--- src/rtl/jamma_joy_scan_ctrl.sv ---
// jamma_joy_scan_ctrl
//   Time-multiplexes the shared JAMMA joystick bus between player 1 and
//   player 2 through an external splitter. After each select switch it waits
//   for the bus to settle, then samples the bus. Each player's 8-bit word and
//   the two coin lines are debounced.
// Ports
//   pclk          pixel clock (single domain)
//   reset_n       asynchronous active-low reset
//   scan_en       1 = scanning runs, 0 = park after the current scan
//   jjoy_i[7:0]   raw JJOY bus, active-low, owner given by jselect_o
//   jcoin_i[1:0]  raw coin inputs, active-low
//   kbd_joy_i[5:0] keyboard joystick, active-low, merged into player 1 [5:0]
//   jselect_o     splitter select (0 = player 1, 1 = player 2)
//   joy1_o[7:0]   debounced player 1 word
//   joy2_o[7:0]   debounced player 2 word
//   coin_o[1:0]   debounced coin lines
//   frame_done_o  one-cycle pulse after a full P1+P2 scan is committed
module jamma_joy_scan_ctrl #(
  parameter int unsigned SETTLE_CYCLES = 4,
  parameter int unsigned DEBOUNCE_LEN  = 3
) (
  input  logic       pclk,
  input  logic       reset_n,
  input  logic       scan_en,
  input  logic [7:0] jjoy_i,
  input  logic [1:0] jcoin_i,
  input  logic [5:0] kbd_joy_i,
  output logic       jselect_o,
  output logic [7:0] joy1_o,
  output logic [7:0] joy2_o,
  output logic [1:0] coin_o,
  output logic       frame_done_o
);

  localparam int unsigned CNT_W = 8;
  localparam int unsigned DB_W  = 4;
  // Debounce lanes: [7:0] player 1, [9:8] coins, [17:10] player 2.
  localparam int unsigned LANES = 18;
  localparam int unsigned P1_LANES = 10;

  localparam logic [1:0] ST_SETTLE1 = 2'd0;
  localparam logic [1:0] ST_SAMPLE1 = 2'd1;
  localparam logic [1:0] ST_SETTLE2 = 2'd2;
  localparam logic [1:0] ST_SAMPLE2 = 2'd3;

  localparam logic [CNT_W-1:0] SETTLE_LAST = CNT_W'(SETTLE_CYCLES - 1);
  localparam logic [DB_W-1:0]  DB_LEN      = DB_W'(DEBOUNCE_LEN);
  localparam logic [DB_W-1:0]  DB_MAX      = '1;

  logic [1:0]       state_q, state_d;
  logic [CNT_W-1:0] cnt_q, cnt_d;
  logic             parked_q, parked_d;
  logic             jsel_q, jsel_d;
  logic             fd_q, fd_d;
  logic             samp1_c, samp2_c;

  logic [LANES-1:0] db_out_q, db_out_d;
  logic [LANES-1:0] db_cand_q, db_cand_d;
  logic [DB_W-1:0]  db_cnt_q [LANES];
  logic [DB_W-1:0]  db_cnt_d [LANES];
  logic [DB_W-1:0]  step_c;
  logic [LANES-1:0] raw_c;
  logic [LANES-1:0] en_c;

  // Scan scheduler state register
  always_ff @(posedge pclk or negedge reset_n) begin
    if (!reset_n) begin
      state_q  <= ST_SETTLE1;
      cnt_q    <= '0;
      parked_q <= 1'b0;
      jsel_q   <= 1'b0;
      fd_q     <= 1'b0;
    end else begin
      state_q  <= state_d;
      cnt_q    <= cnt_d;
      parked_q <= parked_d;
      jsel_q   <= jsel_d;
      fd_q     <= fd_d;
    end
  end

  // Scan scheduler next state; scan_en is only looked at when a scan ends
  always_comb begin
    state_d  = state_q;
    cnt_d    = cnt_q;
    parked_d = parked_q;
    jsel_d   = jsel_q;
    fd_d     = 1'b0;
    samp1_c  = 1'b0;
    samp2_c  = 1'b0;
    case (state_q)
      ST_SETTLE1: begin
        jsel_d = 1'b0;
        if (parked_q) begin
          // Held at count zero; release makes counting start next cycle.
          cnt_d = '0;
          if (scan_en) parked_d = 1'b0;
        end else if (cnt_q == SETTLE_LAST) begin
          cnt_d   = '0;
          state_d = ST_SAMPLE1;
        end else begin
          cnt_d = cnt_q + CNT_W'(1);
        end
      end
      ST_SAMPLE1: begin
        samp1_c = 1'b1;
        jsel_d  = 1'b1;
        state_d = ST_SETTLE2;
      end
      ST_SETTLE2: begin
        jsel_d = 1'b1;
        if (cnt_q == SETTLE_LAST) begin
          cnt_d   = '0;
          state_d = ST_SAMPLE2;
        end else begin
          cnt_d = cnt_q + CNT_W'(1);
        end
      end
      ST_SAMPLE2: begin
        samp2_c  = 1'b1;
        jsel_d   = 1'b0;
        fd_d     = 1'b1;
        parked_d = ~scan_en;
        state_d  = ST_SETTLE1;
      end
      default: begin
        state_d = ST_SETTLE1;
        cnt_d   = '0;
      end
    endcase
  end

  // Raw lane values and per-lane sample enables
  assign raw_c = {jjoy_i, jcoin_i, jjoy_i & {2'b11, kbd_joy_i}};
  assign en_c  = {{(LANES-P1_LANES){samp2_c}}, {P1_LANES{samp1_c}}};

  // Debounce state register
  always_ff @(posedge pclk or negedge reset_n) begin
    if (!reset_n) begin
      db_out_q  <= '1;
      db_cand_q <= '1;
      for (int unsigned i = 0; i < LANES; i++) db_cnt_q[i] <= '0;
    end else begin
      db_out_q  <= db_out_d;
      db_cand_q <= db_cand_d;
      for (int unsigned i = 0; i < LANES; i++) db_cnt_q[i] <= db_cnt_d[i];
    end
  end

  // Per-bit debounce: a lane flips after DEBOUNCE_LEN consecutive disagreeing samples
  always_comb begin
    db_out_d  = db_out_q;
    db_cand_d = db_cand_q;
    step_c    = '0;
    for (int unsigned i = 0; i < LANES; i++) begin
      db_cnt_d[i] = db_cnt_q[i];
      if (en_c[i]) begin
        if (raw_c[i] == db_out_q[i]) begin
          db_cnt_d[i] = '0;
        end else begin
          if (raw_c[i] == db_cand_q[i]) begin
            step_c = (db_cnt_q[i] == DB_MAX) ? db_cnt_q[i] : db_cnt_q[i] + DB_W'(1);
          end else begin
            db_cand_d[i] = raw_c[i];
            step_c       = DB_W'(1);
          end
          if (step_c >= DB_LEN) begin
            db_out_d[i] = raw_c[i];
            db_cnt_d[i] = '0;
          end else begin
            db_cnt_d[i] = step_c;
          end
        end
      end
    end
  end

  assign jselect_o    = jsel_q;
  assign joy1_o       = db_out_q[7:0];
  assign coin_o       = db_out_q[9:8];
  assign joy2_o       = db_out_q[17:10];
  assign frame_done_o = fd_q;

endmodule

--- config.mk ---
export PLATFORM = sky130hd
export DESIGN_NAME = jamma_joy_scan_ctrl
export DESIGN_NICKNAME = d
export VERILOG_FILES = /design/src/rtl/jamma_joy_scan_ctrl.sv
export SDC_FILE = /design/constraint.sdc
export NUM_CORES = 1
export LEC_CHECK = 0
export ABC_AREA = 1
export CAP_MARGIN = 5
export CORE_MARGIN = 2
export CORE_UTILIZATION = 40
export CTS_CLUSTER_SIZE = 10
export DETAILED_ROUTE_END_ITERATION = 12
export GPL_ROUTABILITY_DRIVEN = 0
export PLACE_DENSITY_LB_ADDON = 0.08
export SYNTH_ARGS = -nofsm -noshare
export SYNTH_HDL_FRONTEND = slang
export SYNTH_SLANG_ARGS = --single-unit
--- constraint.sdc ---
create_clock -name pclk -period 1.6 [get_ports pclk]
set_input_delay 0.32 -clock pclk [delete_from_list [all_inputs] [get_ports pclk]]
set_output_delay 0.32 -clock pclk [all_outputs]
set_load 0.01 [all_outputs]
After elaboration in Yosys (flattened, before gate mapping)
Index checks and enable logic that the tools add are counted.
{"block": "totals", "ff_bits": 121, "input_bits": 19, "output_inout_bits": 20}
{"block": "classes", "n_addsub": 19, "order_cmp": 18, "n_eq_ne": 61, "muxes": 121, "n_bitwise": 38, "n_reduce_logical": 42}
{"operator": "two-way mux 4 bit", "n": 108}
{"operator": "AND reduction 3 bit", "n": 37}
{"operator": "adder 4 x 1 -> 4 bit, second input constant", "n": 18}
{"operator": "equality test 4 bit, second input constant", "n": 18}
{"operator": ">= comparator 4 x 2 -> 1 bit, second input constant", "n": 18}
{"operator": "NOT 1 bit", "n": 37}
{"operator": "equality test 1 bit", "n": 36}
{"operator": "two-way mux 8 bit", "n": 2}
{"operator": "case mux 8 bit (2 select lines)", "n": 1}
{"operator": "adder 8 x 1 -> 8 bit, second input constant", "n": 1}
{"operator": "AND 8 bit", "n": 1}
{"operator": "equality test 8 x 2 -> 1 bit, second input constant", "n": 1}
{"operator": "case mux 2 bit (4 select lines)", "n": 1}
{"operator": "two-way mux 2 bit", "n": 3}
{"operator": "!= test 2 bit, second input constant", "n": 3}
{"operator": "equality test 2 bit, second input constant", "n": 2}
{"operator": "two-way mux 1 bit", "n": 4}
{"operator": "case mux 1 bit (2 select lines)", "n": 2}
{"operator": "nonzero test 2 bit", "n": 2}
{"operator": "OR reduction 2 bit", "n": 2}
{"operator": "equality test 2 x 1 -> 1 bit, second input constant", "n": 1}
{"operator": "logical NOT 2 bit", "n": 1}

Longest topological paths before layout
{"block": "depth", "ltp_word": 8, "ltp_mapped": 10}

Worst setup path after synthesis
OpenSTA, ideal clock, no wires.
{"block": "synth_path", "path_kind": "reg-to-reg", "start": "reg state_q[1]", "end": "reg db_cand_q[9]", "arrival_time_ps": 1375, "required_ps": 1518, "setup_slack_ps": 143, "path_stages_with_launch": 7, "n_path_buf": 1, "cell_sequence": "dfrtp_1 -> inv_1 -> ha_1 -> buf_4 -> inv_4 -> nor3_4 -> mux2_2"}
{"block": "synth_via", "elab_chain_cells": 3}
{"element": "start: declaration", "line": "50", "rtl": "logic [1:0] state_q, state_d;"}
{"element": "start signal: assignment", "line": "74", "rtl": "state_q <= state_d;"}
{"element": "equality test 2 x 1 -> 1 bit", "line": "91", "rtl": "case (state_q)"}
{"element": "two-way mux 1 bit", "line": "91"}
{"element": "AND reduction 3 bit (no source line)"}
{"element": "end signal: assignment", "line": "145", "rtl": "db_cand_q <= db_cand_d;"}
{"element": "end: declaration", "line": "58", "rtl": "logic [LANES-1:0] db_cand_q, db_cand_d;"}
Every way passes these cells.
A chain may end at the register's enable or synchronous reset.

Worst setup path in the final report
{"block": "layout_path", "start": "reg db_out_q[0]", "end": "out joy1_o[0]"}
{"element": "start: declaration", "line": "57", "rtl": "logic [LANES-1:0] db_out_q, db_out_d;"}
{"element": "start signal: assignment", "line": "144", "rtl": "db_out_q <= db_out_d;"}
{"element": "end: declaration", "line": "29", "rtl": "output logic [7:0] joy1_o,"}
No word-level cell between the ends.

==> metrics.md <==
| Metric | Value |
|---|---|
| Clock network power share | 25.9% |
| Clock Path Buffers | 2 |
| Wire per inst | 11.5 um |
| Cell variety after synth | 34 |
| Worst Max-Slew Pin Slew | between 300 and 400 ps |
| ANT nets after route | 0 |
| Cell Rows | 48 |
| Post-synthesis sequential area ratio | 44.2% |
| Power Total | roughly 15 mW |
| Final setup skew | ~10 ps |
| Final nets | 1060 |
| Most frequent cells in the layout | nand2_1, nand3_1, dfrtp_1 |
| WP data required | roughly 1300 ps |
| Worst Setup EP | joy1_o[0] |
| Hold Crit Class | in2async |
| Critical path arrival | approximately 1200 ps |
| Most common cell after layout, fill and taps aside | nand2_1 |
| Core area | around 17000 sq um |
| Worst Path Buf+Inv | 1 |
| Simple-Gate Fraction of Synth Area | 36.7% |
| Largest family of logic cells by synthesized area | simple AND/OR/NAND/NOR gates |
| Tot GR Track Use | 17.2% |
| RSZ-0062 raised after global routing | true |
| Mapped Cells | 918 |
| Synthesized cell area | 6960 sq um |
| Avg Cell Area, Syn | 7.58 sq um |
| 1st-pass router iterations | 4 |
| Worst-path clk slew | 60 ps |
| Syn. warnings | 0 |
| Critical path's top delay family | flip-flops |
| Sequential share of power | approximately a third |
| CTS root buf | clkbuf_16 |
| Critical path class | reg2out |
| Layout area overhead | 24.0% |
| Global-route wire length before repair | 25400 um |
| Compound-gate portion of the synthesized area | 5.97% |
| # port buffers | 38 |
| Peak supply drop | 0.000936 V |
| DIE AREA | 18500 sq um |
| Post-synthesis register bit count | between 100 and 150 |
| Sw frac | 37.4% |
| Setup TNS | 0 ps |
| TritonCTS Sinks | roughly 120 |
| Die Wd | ~140 um |
| # setup viols final | 0 |
| Final worst setup slack | 49.0 ps |
| Leakage power total | 4.18 nW |
| R2R cell count | 6 |
| Worst r2r src | state_q[1] |
| Global route overflow | 0 |
| Grt peak-use layer | met2 |
| Fillers | 1699 |
| N_diodes | 0 |
| CP max stage cell | dfstp_2 |
| Starting DRT DRC Count | between 200 and 300 |
| CTS buffer count | 17 |
| Startpoint Class | flop |
| Primary FF master, synth | dfrtp_1 |
| Initial antenna violation count | 0 |
| Syn_nets | between 900 and 1000 |
| CP Cell Sequence | clkdlybuf4s15_2 |
| Reg-to-reg endpoint | db_cnt_q[21] |
| Final hold vios | 0 |
| Final min period | 1550 ps |
| CTS tree | yes |
| Power Density | 1720 nW/um^2 |
| Htree depth | 4 |
| Area of the multi-input gates | between 3000 and 4000 sq um |
| F_max | 0.645 GHz |
| Rel. slew slack | a little under 80% |
| Via Count | 6045 |
| Vias per cell | 4.81 |
| Register Area | 3070 sq um |
| DIE HEIGHT | roughly 140 um |
| Internal Pwr Total | 9.28 mW |
| Multiplexer area fraction after synthesis | 0.324% |
| Pre-CTS setup slack | -127 ps |
| Crit share post-route | 96.9% |
| Xor/xnor cell area share of the yosys netlist | under 10% |
| R2R setup slack | 80 ps |
| Number of flops mapped to enable cells by yosys | 0 |
| Critical Path End Type | output pin |
| Number of max-cap violations | 0 |
| HPWL Detailed | 10500 um |
| Psw | 5.55 mW |
| Num ports | 39 |
| Slew Viols, Final | 0 |
| Initial Util | 40.5% |
| Clk Latency, worst-skew pair | 420 ps |
| Post-Route WL | 14500 um |
| CP peak stage delay | 570 ps |
| Status | finished, final reports clean |
| GRT met1 Usage | 23.0% |
| Layout cells sized above 1 | 18.2% |
| Synth Area in Adders | 4.14% |
| Ys async rst share | 100% |
| Routing usage on met3 | 4.85% |
| Post-route DRC | 0 |
| Vias in the first global route | ~5500 |
| CP Max Fanout | 3 |
| Combinational Power Share | 39.9% |
| Pin count of the biggest net entering global routing | 38 |
| Worst Setup SP | db_out_q[0] |
| Critical path depth | 1 |
| Met2 Use GR | between 20% and 30% |
==> worst min-delay path by stage <==
stage / from / to / depth (start not counted)
3_3_place_gp: reset_n / cnt_q[4] / 1
5_1_grt: reset_n / db_cnt_q[13] / 2
3_5_place_dp: reset_n / cnt_q[6] / 1
4_1_cts: reset_n / cnt_q[6] / 2
6_report: reset_n / db_cnt_q[13] / 2
2_1_floorplan: reset_n / cnt_q[0] / 0
==> through the flow <==
step           hold WS [ps]  cell area [sq um]  std cells  utilization [%]
6_report                347               8630       1256             50.2
5_1_grt                 363               8630       1256             50.2
4_1_cts                 339               8560       1256             49.8
3_5_place_dp            249               7980       1222             46.5
3_3_place_gp            251               7980       1222             46.5
2_1_floorplan          24.4               6960        918                -
==> cell usage after synthesis, drive strengths merged, types with 3 or more instances <==
cell,count,area (sq um)
or2,18,113
clkinv,3,11.3
nand4,42,263
dfrtp,85,2130
o22ai,20,125
ha,23,288
clkbuf,4,15.0
nor2,67,282
buf,10,86.3
nand2,325,1250
nor3,4,52.6
xnor2,16,140
o21ai,40,200
inv,89,337
dfstp,36,946
nand3,115,581
a21oi,14,73.8
==> area by class of cell <==
cell class,count,share of cell area (%)
Inverter,92,4.06
Multi-Input combinational cell,691,40.5
Sequential cell,121,35.6
Tap cell,225,3.26
Timing Repair Buffer,95,9.79
Clock inverter,9,1.42
Clock buffer,23,5.31
==> kinds of logic after synthesis <==
group,count (synthesis)
AO/OA/AOI/OAI,76
XOR/XNOR,18
adder cells (fa/ha/maj),23
buffers and inverters,106
flip-flops,121
multiplexers,2
AND/OR/NAND/NOR,572
==> power groups by stage <==
stage                     combinational (mW)  sequential, mW  clock [mW]
after floorplan                         3.83            5.05           0
after global placement                  5.90            5.12           0
after detailed placement                5.92            5.11           0
after CTS                               5.83            5.07        3.94
after global routing                    6.79            5.25        4.06
final                                   5.92            5.08        3.83
==> state kept, by name, summed over array words and instances (netlist names) <==
signal	flops
cnt_q	8
db_cnt_q	72
db_cand_q	18
parked_q	1
state_q	2
db_out_q	18
jselect_o	1
frame_done_o	1
==> per-layer routing <==
layer,part of all wire (%),up-vias
met5,0,-
met4,1.4,0
met3,3.4,18
met2,45,83
met1,50,2728
li1,-,3216
==> what timing repair did <==
| action | CTS | global route |
|---|---|---|
| hold buffers | 1 | 0 |
| pin swaps | 0 | 4 |
| setup buffers | 1 | 0 |
| resized for setup | 26 | 37 |
| hold endpoints to repair | 13 | 0 |
| setup endpoints to repair | 24 | 40 |
Note: power is estimated with default switching activity, not from simulation.
